File: src/rtl/core_mc_pkg.sv
// Shared opcode constants and controller state type for the multicycle core.
package definitions;

    localparam logic [2:0] kADD = 3'b000;
    localparam logic [2:0] kLSR = 3'b001;
    localparam logic [2:0] kLSL = 3'b010;
    localparam logic [2:0] kLDI = 3'b011;
    localparam logic [2:0] kLDR = 3'b100;
    localparam logic [2:0] kSTR = 3'b101;
    localparam logic [2:0] kBNZ = 3'b110;
    localparam logic [2:0] kHLT = 3'b111;

    typedef enum logic [2:0] {
        ST_IDLE,
        ST_FETCH,
        ST_EXEC,
        ST_MEM,
        ST_DONE
    } core_state_t;

endpackage

File: src/rtl/core_mc_rf_p.sv
// Register file: two combinational read ports, one synchronous write port,
// cleared asynchronously by the active-low reset.
module rf_p #(
    parameter int DW = 8,
    parameter int RW = 3
) (
    input  logic          clk,
    input  logic          reset,
    input  logic          we,
    input  logic [RW-1:0] waddr,
    input  logic [DW-1:0] wdata,
    input  logic [RW-1:0] raddr_a,
    input  logic [RW-1:0] raddr_b,
    output logic [DW-1:0] rdata_a,
    output logic [DW-1:0] rdata_b
);

    localparam int NR = 1 << RW;

    logic [DW-1:0] regs_q [NR];
    logic [DW-1:0] regs_d [NR];

    // Next register contents: single write port updates one entry.
    always_comb begin
        regs_d = regs_q;
        if (we) begin
            regs_d[waddr] = wdata;
        end
    end

    // Register storage with asynchronous clear.
    always_ff @(posedge clk or negedge reset) begin
        if (!reset) begin
            regs_q <= '{default: '0};
        end else begin
            regs_q <= regs_d;
        end
    end

    assign rdata_a = regs_q[raddr_a];
    assign rdata_b = regs_q[raddr_b];

endmodule

File: src/rtl/core_mc.sv
// Multicycle core: fetch/execute/memory sequencing behind req/ack memories,
// with a start/done run handshake and a saturating active-cycle counter.
//
// state    | meaning
// ---------+---------------------------------------------------------
// ST_IDLE  | after reset, waiting for start
// ST_FETCH | imem request held at PC until ack
// ST_EXEC  | decode + ALU/branch writeback, or latch memory operands
// ST_MEM   | dmem request held with latched address/data until ack
// ST_DONE  | HLT executed; done high until the next start
module core_mc
    import definitions::*;
#(
    parameter int DW       = 8,
    parameter int RW       = 3,
    parameter int PW       = 8,
    parameter int CW       = 16,
    parameter int START_PC = 0
) (
    input  logic              clk,
    input  logic              reset,
    input  logic              start,
    output logic              busy,
    output logic              done,
    output logic              imem_req,
    output logic [PW-1:0]     imem_addr,
    input  logic              imem_ack,
    input  logic [2*RW+2:0]   imem_data,
    output logic              dmem_req,
    output logic              dmem_we,
    output logic [DW-1:0]     dmem_addr,
    output logic [DW-1:0]     dmem_wdata,
    input  logic              dmem_ack,
    input  logic [DW-1:0]     dmem_rdata,
    output logic [CW-1:0]     cycles
);

    localparam int          IW  = 3 + 2 * RW;
    localparam int          XW  = (PW > DW) ? PW : DW;
    localparam logic [PW-1:0] PC0 = PW'(START_PC);

    core_state_t state_q, state_d;
    logic [PW-1:0] pc_q, pc_d;
    logic [IW-1:0] inst_q, inst_d;
    logic [DW-1:0] maddr_q, maddr_d;
    logic [DW-1:0] mwdata_q, mwdata_d;
    logic [CW-1:0] cycles_q, cycles_d;

    logic [2:0]    op;
    logic [RW-1:0] fa, fb;
    logic [DW-1:0] ra, rb;
    logic [RW:0]   shamt;
    logic [DW-1:0] alu_res;
    logic [PW-1:0] pc_inc, pc_br;
    logic signed [XW-1:0] br_off;

    logic          rf_we;
    logic [RW-1:0] rf_waddr;
    logic [DW-1:0] rf_wdata;

    assign op     = inst_q[IW-1 -: 3];
    assign fa     = inst_q[2*RW-1 -: RW];
    assign fb     = inst_q[RW-1:0];
    assign shamt  = {1'b0, fb} + (RW+1)'(1);
    assign pc_inc = pc_q + PW'(1);
    // Branch offset is the register value taken as signed, resized to PC width.
    assign br_off = XW'($signed(rb));
    assign pc_br  = pc_q + br_off[PW-1:0];

    rf_p #(
        .DW (DW),
        .RW (RW)
    ) u_rf (
        .clk     (clk),
        .reset   (reset),
        .we      (rf_we),
        .waddr   (rf_waddr),
        .wdata   (rf_wdata),
        .raddr_a (fa),
        .raddr_b (fb),
        .rdata_a (ra),
        .rdata_b (rb)
    );

    // ALU result for the register-writing opcodes.
    always_comb begin
        alu_res = ra;
        case (op)
            kADD:    alu_res = ra + rb;
            kLSR:    alu_res = ra >> shamt;
            kLSL:    alu_res = ra << shamt;
            kLDI:    alu_res = DW'({fa, fb});
            default: alu_res = ra;
        endcase
    end

    // Next-state, PC, operand latch, writeback and cycle-count logic.
    always_comb begin
        state_d  = state_q;
        pc_d     = pc_q;
        inst_d   = inst_q;
        maddr_d  = maddr_q;
        mwdata_d = mwdata_q;
        cycles_d = cycles_q;
        rf_we    = 1'b0;
        rf_waddr = fa;
        rf_wdata = alu_res;

        if ((state_q inside {ST_FETCH, ST_EXEC, ST_MEM}) && (cycles_q != '1)) begin
            cycles_d = cycles_q + CW'(1);
        end

        case (state_q)
            ST_IDLE, ST_DONE: begin
                if (start) begin
                    state_d  = ST_FETCH;
                    pc_d     = PC0;
                    cycles_d = '0;
                end
            end
            ST_FETCH: begin
                if (imem_ack) begin
                    inst_d  = imem_data;
                    state_d = ST_EXEC;
                end
            end
            ST_EXEC: begin
                case (op)
                    kADD, kLSR, kLSL: begin
                        rf_we   = 1'b1;
                        pc_d    = pc_inc;
                        state_d = ST_FETCH;
                    end
                    kLDI: begin
                        rf_we    = 1'b1;
                        rf_waddr = RW'(1);
                        pc_d     = pc_inc;
                        state_d  = ST_FETCH;
                    end
                    kBNZ: begin
                        pc_d    = (ra != '0) ? pc_br : pc_inc;
                        state_d = ST_FETCH;
                    end
                    kLDR, kSTR: begin
                        maddr_d  = rb;
                        mwdata_d = ra;
                        state_d  = ST_MEM;
                    end
                    default: begin
                        // HLT: PC stays on the halt instruction.
                        state_d = ST_DONE;
                    end
                endcase
            end
            ST_MEM: begin
                if (dmem_ack) begin
                    if (op == kLDR) begin
                        rf_we    = 1'b1;
                        rf_wdata = dmem_rdata;
                    end
                    pc_d    = pc_inc;
                    state_d = ST_FETCH;
                end
            end
            default: begin
                state_d = ST_IDLE;
            end
        endcase
    end

    // Controller state register with asynchronous clear.
    always_ff @(posedge clk or negedge reset) begin
        if (!reset) begin
            state_q  <= ST_IDLE;
            pc_q     <= PC0;
            inst_q   <= '0;
            maddr_q  <= '0;
            mwdata_q <= '0;
            cycles_q <= '0;
        end else begin
            state_q  <= state_d;
            pc_q     <= pc_d;
            inst_q   <= inst_d;
            maddr_q  <= maddr_d;
            mwdata_q <= mwdata_d;
            cycles_q <= cycles_d;
        end
    end

    // Requests decode straight from state so reset drops them immediately.
    assign busy       = state_q inside {ST_FETCH, ST_EXEC, ST_MEM};
    assign done       = (state_q == ST_DONE);
    assign imem_req   = (state_q == ST_FETCH);
    assign imem_addr  = pc_q;
    assign dmem_req   = (state_q == ST_MEM);
    assign dmem_we    = (state_q == ST_MEM) && (op == kSTR);
    assign dmem_addr  = maddr_q;
    assign dmem_wdata = mwdata_q;
    assign cycles     = cycles_q;

endmodule

File: config.mk
export PLATFORM = sky130hd
export DESIGN_NAME = core_mc
export DESIGN_NICKNAME = d
export VERILOG_FILES = /design/src/rtl/core_mc_pkg.sv /design/src/rtl/core_mc_rf_p.sv /design/src/rtl/core_mc.sv
export SDC_FILE = /design/constraint.sdc
export NUM_CORES = 1
export LEC_CHECK = 0
export BUFFER_PORTS_ARGS = -buffer_cell sky130_fd_sc_hd__clkbuf_2
export CORE_AREA = 10 10 119 121
export CTS_CLUSTER_DIAMETER = 60
export DETAILED_ROUTE_END_ITERATION = 8
export DIE_AREA = 0 0 129 131
export GPL_TIMING_DRIVEN = 1
export MAX_ROUTING_LAYER = met4
export PLACE_DENSITY = 0.92
export SLEW_MARGIN = 15
export SYNTH_ARGS = -nofsm -noshare
export SYNTH_HDL_FRONTEND = slang
export SYNTH_HIERARCHICAL = 1
export SYNTH_SLANG_ARGS = --single-unit
export TNS_END_PERCENT = 100
File: constraint.sdc
create_clock -name clk -period 6.99 [get_ports clk]
set_input_delay 0.699 -clock clk [delete_from_list [all_inputs] [get_ports clk]]
set_output_delay 0.699 -clock clk [all_outputs]
set_load 0.02 [all_outputs]
[Word-level counts from Yosys, hierarchy flattened]
Index checks and enable logic that the tools add are counted.
Word-level totals
  bits in registers: 116
  output and inout bits: 45
Operators by class
  add/subtract/negate cells: 5
  order comparisons: 4
  equality and inequality tests: 15
  shift operators: 2
  multiplexer cells: 32
  bitwise logic cells: 3
  reduce and logical (&&, ||, !) cells: 16
Operators by type and width (number)
  $mux W8: 11
  $bwmux W64: 1
  $bmux W8 S3: 2
  $mux W16: 3
  $pmux W8 S4: 1
  $demux W8 S3: 1
  $pmux W8 S3: 1
  $add A16 B1 Y16 const B: 1
  $add A8 B8 Y8: 2
  $ne A16 B16 Y1 const B: 1
  $pmux W8 S2: 1
  $mux W3: 5
  $eq A3 B2 Y1 const B: 4
  $eq A3 B3 Y1 const B: 4
  $ge A4 B4 Y1 const B: 3
  $not A3 Y4: 3
  $pmux W3 S4: 1
  $add A8 B1 Y8 const B: 1
  $reduce_bool A8 Y1: 1
  $shl A8 B4 Y8: 1
  $shr A8 B4 Y8: 1
  $eq A3 B1 Y1 const B: 2
  $logic_not A3 Y1: 2
  $pmux W3 S2: 1
  other kinds (15): 23

[Depth between registers and ports, before layout]
  depth in word-level cells: 10
  mapped depth: 12
  mapped depth without buffers: 10

[Cells and area by module]
Netlist, hierarchy kept.
By module, submodules not included
  core_mc: times used 1, cells each 412, area each 3911.3 um^2, seq. area each 1301.2 um^2
  rf_p: times used 1, cells each 201, area each 3539.6 um^2, seq. area each 1601.5 um^2

[Worst setup path after synthesis]
No wires, ideal clock.
  kind: register to register
  start point: register inst_q[3]
  end point: register u_rf/regs_q[30] (netlist bit)
  library setup time: 66 ps
  arrival time: 3527 ps
  slack: 3397 ps
  stages on the path, launching flop included: 13
  path buffers: 2
  period minus slack after synthesis: 3593 ps
  cell sequence: dfrtp_1 buf_6 buf_12 mux4_1 mux2_2 ha_1 fa_1 a211oi_1 o21bai_1 a21oi_1 mux2_2 a31oi_1 mux2_2
On the way
  longest elaborated chain between the ends: 10
RTL lines
  start, declared: RTL line core_mc.sv:44  | logic [IW-1:0] inst_q, inst_d;
  start signal, assigned: RTL line core_mc.sv:183  | inst_q <= inst_d;
  $not A3 Y4 (not written as such) (*): RTL line core_mc_rf_p.sv:40  | assign rdata_a = regs_q[raddr_a];
  $bmux W8 S3 (*): RTL line core_mc_rf_p.sv:40
  $mux W8 (not written as such) (*) (2 in a row): RTL line core_mc_rf_p.sv:40
  named net ra[0]: RTL line core_mc.sv:51  | logic [DW-1:0] ra, rb;
  $add A8 B8 Y8, or another cell as far along: RTL line core_mc.sv:89  | kADD: alu_res = ra + rb;
  $pmux W8 S4 (*): RTL line core_mc.sv:88  | case (op)
  $mux W8: RTL line core_mc.sv:157  | if (op == kLDR) begin
  $mux W8: RTL line core_mc.sv:156  | if (dmem_ack) begin
  $mux W8 (*): RTL line core_mc.sv:113  | case (state_q)
  named net rf_wdata[6]: RTL line core_mc.sv:59  | logic [DW-1:0] rf_wdata;
  $bwmux W64 (*): RTL line core_mc_rf_p.sv:27  | regs_d[waddr] = wdata;
  end signal, assigned: RTL line core_mc_rf_p.sv:36  | regs_q <= regs_d;
  end, declared: RTL line core_mc_rf_p.sv:20  | logic [DW-1:0] regs_q [NR];
The timed path passes the listed nets; every way through them passes the cells marked *. The select of a mux whose other input is x is not followed.
A chain may end at the register's enable or synchronous reset.

[Worst setup path in the final report]
  start point: register inst_q[3]
  end point: register u_rf/regs_q[6] (netlist bit)
The elaborated chain is that of the path after synthesis.

==> results.md <==
- CP Class: flip-flop to flip-flop
- Post-synthesis adder-cell area fraction: 3.39%
- Worst reg2reg startpoint: inst_q[3]$_DFFE_PN0P_
- Cells after Synth: approximately 600
- Final period utilization: between 60% and 70%
- Vias in the first global route: 5813
- Lkg Pwr: 3.90 nW
- Compound-gate portion of the synthesized area: a little under a tenth
- Multi-input logic area: around 4200 sq um
- Via density per instance: 7.07
- Post-route ant nets: 0
- Rel. slew slack: 26.6%
- Xor and xnor area share after synthesis: 2.70%
- Post-synthesis cell area: roughly 7500 sq um
- End-of-flow core utilization: 70.5%
- Skew final: 0.0112 ns
- Number of port buffers: 66
- Row cnt: 40
- Share of cells above drive strength 1: 34.0%
- Most frequent cells in the layout: 116 x dfrtp_1, 108 x mux2_2, 65 x clkbuf_2
- Maxcap violations: 0
- Slew @ Worst Pin: 1.09 ns
- VDD IR-drop max: 262 uV
- Crit. End Element: flip-flop
- CP required: 7.35 ns
- Ys flop type: dfrtp_1
- CTS root buffer: clkbuf_16
- Final slew viol count: 0
- Residual DRC count: 0
- PwrDens: 508 nW/um^2
- Antenna diode instance count: 0
- Final setup viols: 0
- Clock Sinks: 116
- Largest net degree at the start of global routing: 61
- Die height: around 130 microns
- Crit start category: flip-flop
- Drt initial violations: about 740
- TritonCTS clock tree: yes
- CP arrival: ~5 ns
- GPL Wtd Cong: 0.938
- DIE AREA: 16900 sq um
- Layout Nets: 705
- GRT overflow: 0
- Final hold vios: 0
- Reg area: between 2000 and 3000 sq um
- Mux contribution to synthesized area: a little under a third
- Distinct cells, synth: 66
- Post-DP HPWL: 13.2 mm
- Critical-path maximum fanout: 19
- DR WL/cell: 25.0 microns
- Post-synth EDFFs: 0
- First-pass GRT wire length: 32.5 mm
- Drt pass-1 iters: 6
- Commonest non-fill, non-tap cell in the layout: dfrtp_1
- Final WL: 20.6 mm
- Asr flop ratio synth: 100%
- Die W: 129 microns
- Skew-Pair Late Insertion Delay: 0.43 ns
- Post-Route Setup TNS: 0 ns
- Crit path time final: 4.67 ns
- Warnings, synthesis: 6
- Power after layout: approximately 4.2 mW
- RSZ-0062 raised after global routing: false
- Outcome: finished, final reports clean
- Starting Density: 63.1%
- Max Buffers Root-to-Sink: 2
- DR vias: a little under 6000
- Clock transition at path regs: 0.06 ns
- Area Overhead vs Synth: 11.7%
- Post-CTS Repair Setup Buffers: 0
- Post-Syn Area per Cell: 12.2 sq um
- Flop2flop setup slack: 2.32 ns
- Yosys reg bits: 116
- Placeable Area: 11800 sq um
- Total track usage: about 26%
- Worst R2R Path Depth: 10
- IO Pins: 67
- Fillers: 764
- Highest Clock Rate: 214 MHz
- HP Class: input pin to asynchronous set/reset pin
- Main combinational cell family by area after synthesis: multiplexers
- Post-cts sizing count: 0
- Reg-to-reg endpoint: u_rf/regs_q[6]$_DFFE_PN0P_
- CTS Buf Count: 17
- CTS Hold Bufs: 0
- Post-Synth Simple-Gate Area: between 10% and 20%
- Initial antenna violation count: 0
- Sequential area share after synthesis: a little under 40%
- # H-tree levels: 4
- Syn Nets: ~650
[area by class of cell]
| class | count | share of cell area, % |
|---|---|---|
| Multi-Input combinational cell | 442 | 50.8 |
| Sequential cell | 116 | 34.9 |
| Clock buffer | 19 | 5.32 |
| Timing Repair Buffer | 71 | 4.45 |
| Tap cell | 147 | 2.21 |
| Clock inverter | 12 | 1.58 |
| Inverter | 16 | 0.721 |
[metal layers]
layer | wire length, microns | track usage, %
met5 | 0 | -
met1 | 7930 | 29.9
met4 | 740 | 10.3
met3 | 1840 | 6.97
met2 | 10000 | 41.7
[per-stage QoR]
| step | worst slack (ns) | std cells | hold slack, ns | instance area (sq um) |
|---|---|---|---|---|
| final | 2.32 | 823 | 0.350 | 8320 |
| after global routing | 2.14 | 823 | 0.417 | 8320 |
| after CTS | 2.40 | 823 | 0.383 | 8320 |
| after detailed placement | 2.47 | 792 | 0.503 | 7750 |
| after global placement | 2.76 | 792 | 0.494 | 7750 |
| after floorplan | 3.40 | 613 | 0.403 | 7450 |
[where the power goes]
part	switching (mW)	leakage, nW	total, mW	internal (mW)
logic	1.18	2.10	2.13	0.957
registers	0.350	1.53	1.23	0.884
clock network	0.329	0.272	0.860	0.531
[cell families after synthesis]
| group | count (synthesis) |
|---|---|
| AND/OR/NAND/NOR | 146 |
| buffers and inverters | 55 |
| flip-flops | 116 |
| multiplexers | 155 |
| adder cells (fa/ha/maj) | 19 |
| AO/OA/AOI/OAI | 99 |
| XOR/XNOR | 23 |
[cell usage after synthesis, types with 3 or more instances]
cell / count / share of area, %
a32oi_1: 3 / 0.35
nand2_1: 20 / 1.0
nor2_1: 40 / 2.0
nand4b_1: 3 / 0.35
a21oi_1: 13 / 0.87
nor3_1: 14 / 0.94
mux2i_1: 9 / 1.2
o21ai_0: 15 / 1.0
ha_1: 17 / 2.9
buf_6: 5 / 0.76
nand2b_1: 8 / 0.67
xnor2_1: 8 / 0.94
nand3_1: 16 / 1.1
o21bai_1: 5 / 0.50
inv_1: 16 / 0.81
nand4_1: 5 / 0.42
mux4_1: 29 / 10
mux2_2: 108 / 16
mux4_2: 9 / 2.7
buf_1: 3 / 0.15
clkbuf_1: 8 / 0.40
nor4_1: 5 / 0.42
and3_1: 8 / 0.67
a31oi_1: 9 / 0.76
xor2_1: 15 / 1.8
o31ai_1: 5 / 0.50
buf_4: 5 / 0.50
dfrtp_1: 116 / 39
o21a_1: 3 / 0.30
buf_2: 16 / 1.1
a22oi_1: 5 / 0.50
a21o_1: 3 / 0.30
nand3b_1: 4 / 0.40
a22o_1: 3 / 0.35
nor4bb_1: 3 / 0.40
a221oi_1: 5 / 0.59
o211ai_1: 9 / 0.91
and2_1: 7 / 0.59
[flip-flops by register name, summed over array words and instances (netlist names)]
register     flops
state_q          3
dmem_wdata       8
cycles          16
inst_q           9
u_rf/regs_q     64
imem_addr        8
dmem_addr        8
[critical path, cell delays in order, from the launching register on]
cell and delay (ns):
dfrtp_1 1.03, mux4_1 0.65, mux2_2 0.38, ha_1 0.26, fa_1 0.45, a211oi_1 0.33
o21bai_1 0.13, a21oi_1 0.17, mux2_2 0.35, a31oi_1 0.54, mux2_2 0.30
[worst max path at each step]
stage                               start                          end  slack (ns)  depth (start not counted)
finish              inst_q[3]$_DFFE_PN0P_   u_rf/regs_q[6]$_DFFE_PN0P_        2.32                         10
global route        inst_q[3]$_DFFE_PN0P_   u_rf/regs_q[6]$_DFFE_PN0P_        2.14                         10
CTS                 inst_q[3]$_DFFE_PN0P_   u_rf/regs_q[6]$_DFFE_PN0P_        2.40                         10
detailed placement  inst_q[3]$_DFFE_PN0P_   u_rf/regs_q[6]$_DFFE_PN0P_        2.47                         10
global placement    inst_q[3]$_DFFE_PN0P_  u_rf/regs_q[30]$_DFFE_PN0P_        2.76                         10
floorplan           inst_q[3]$_DFFE_PN0P_  u_rf/regs_q[30]$_DFFE_PN0P_        3.40                         12
Power figures use the tool's default switching activity.
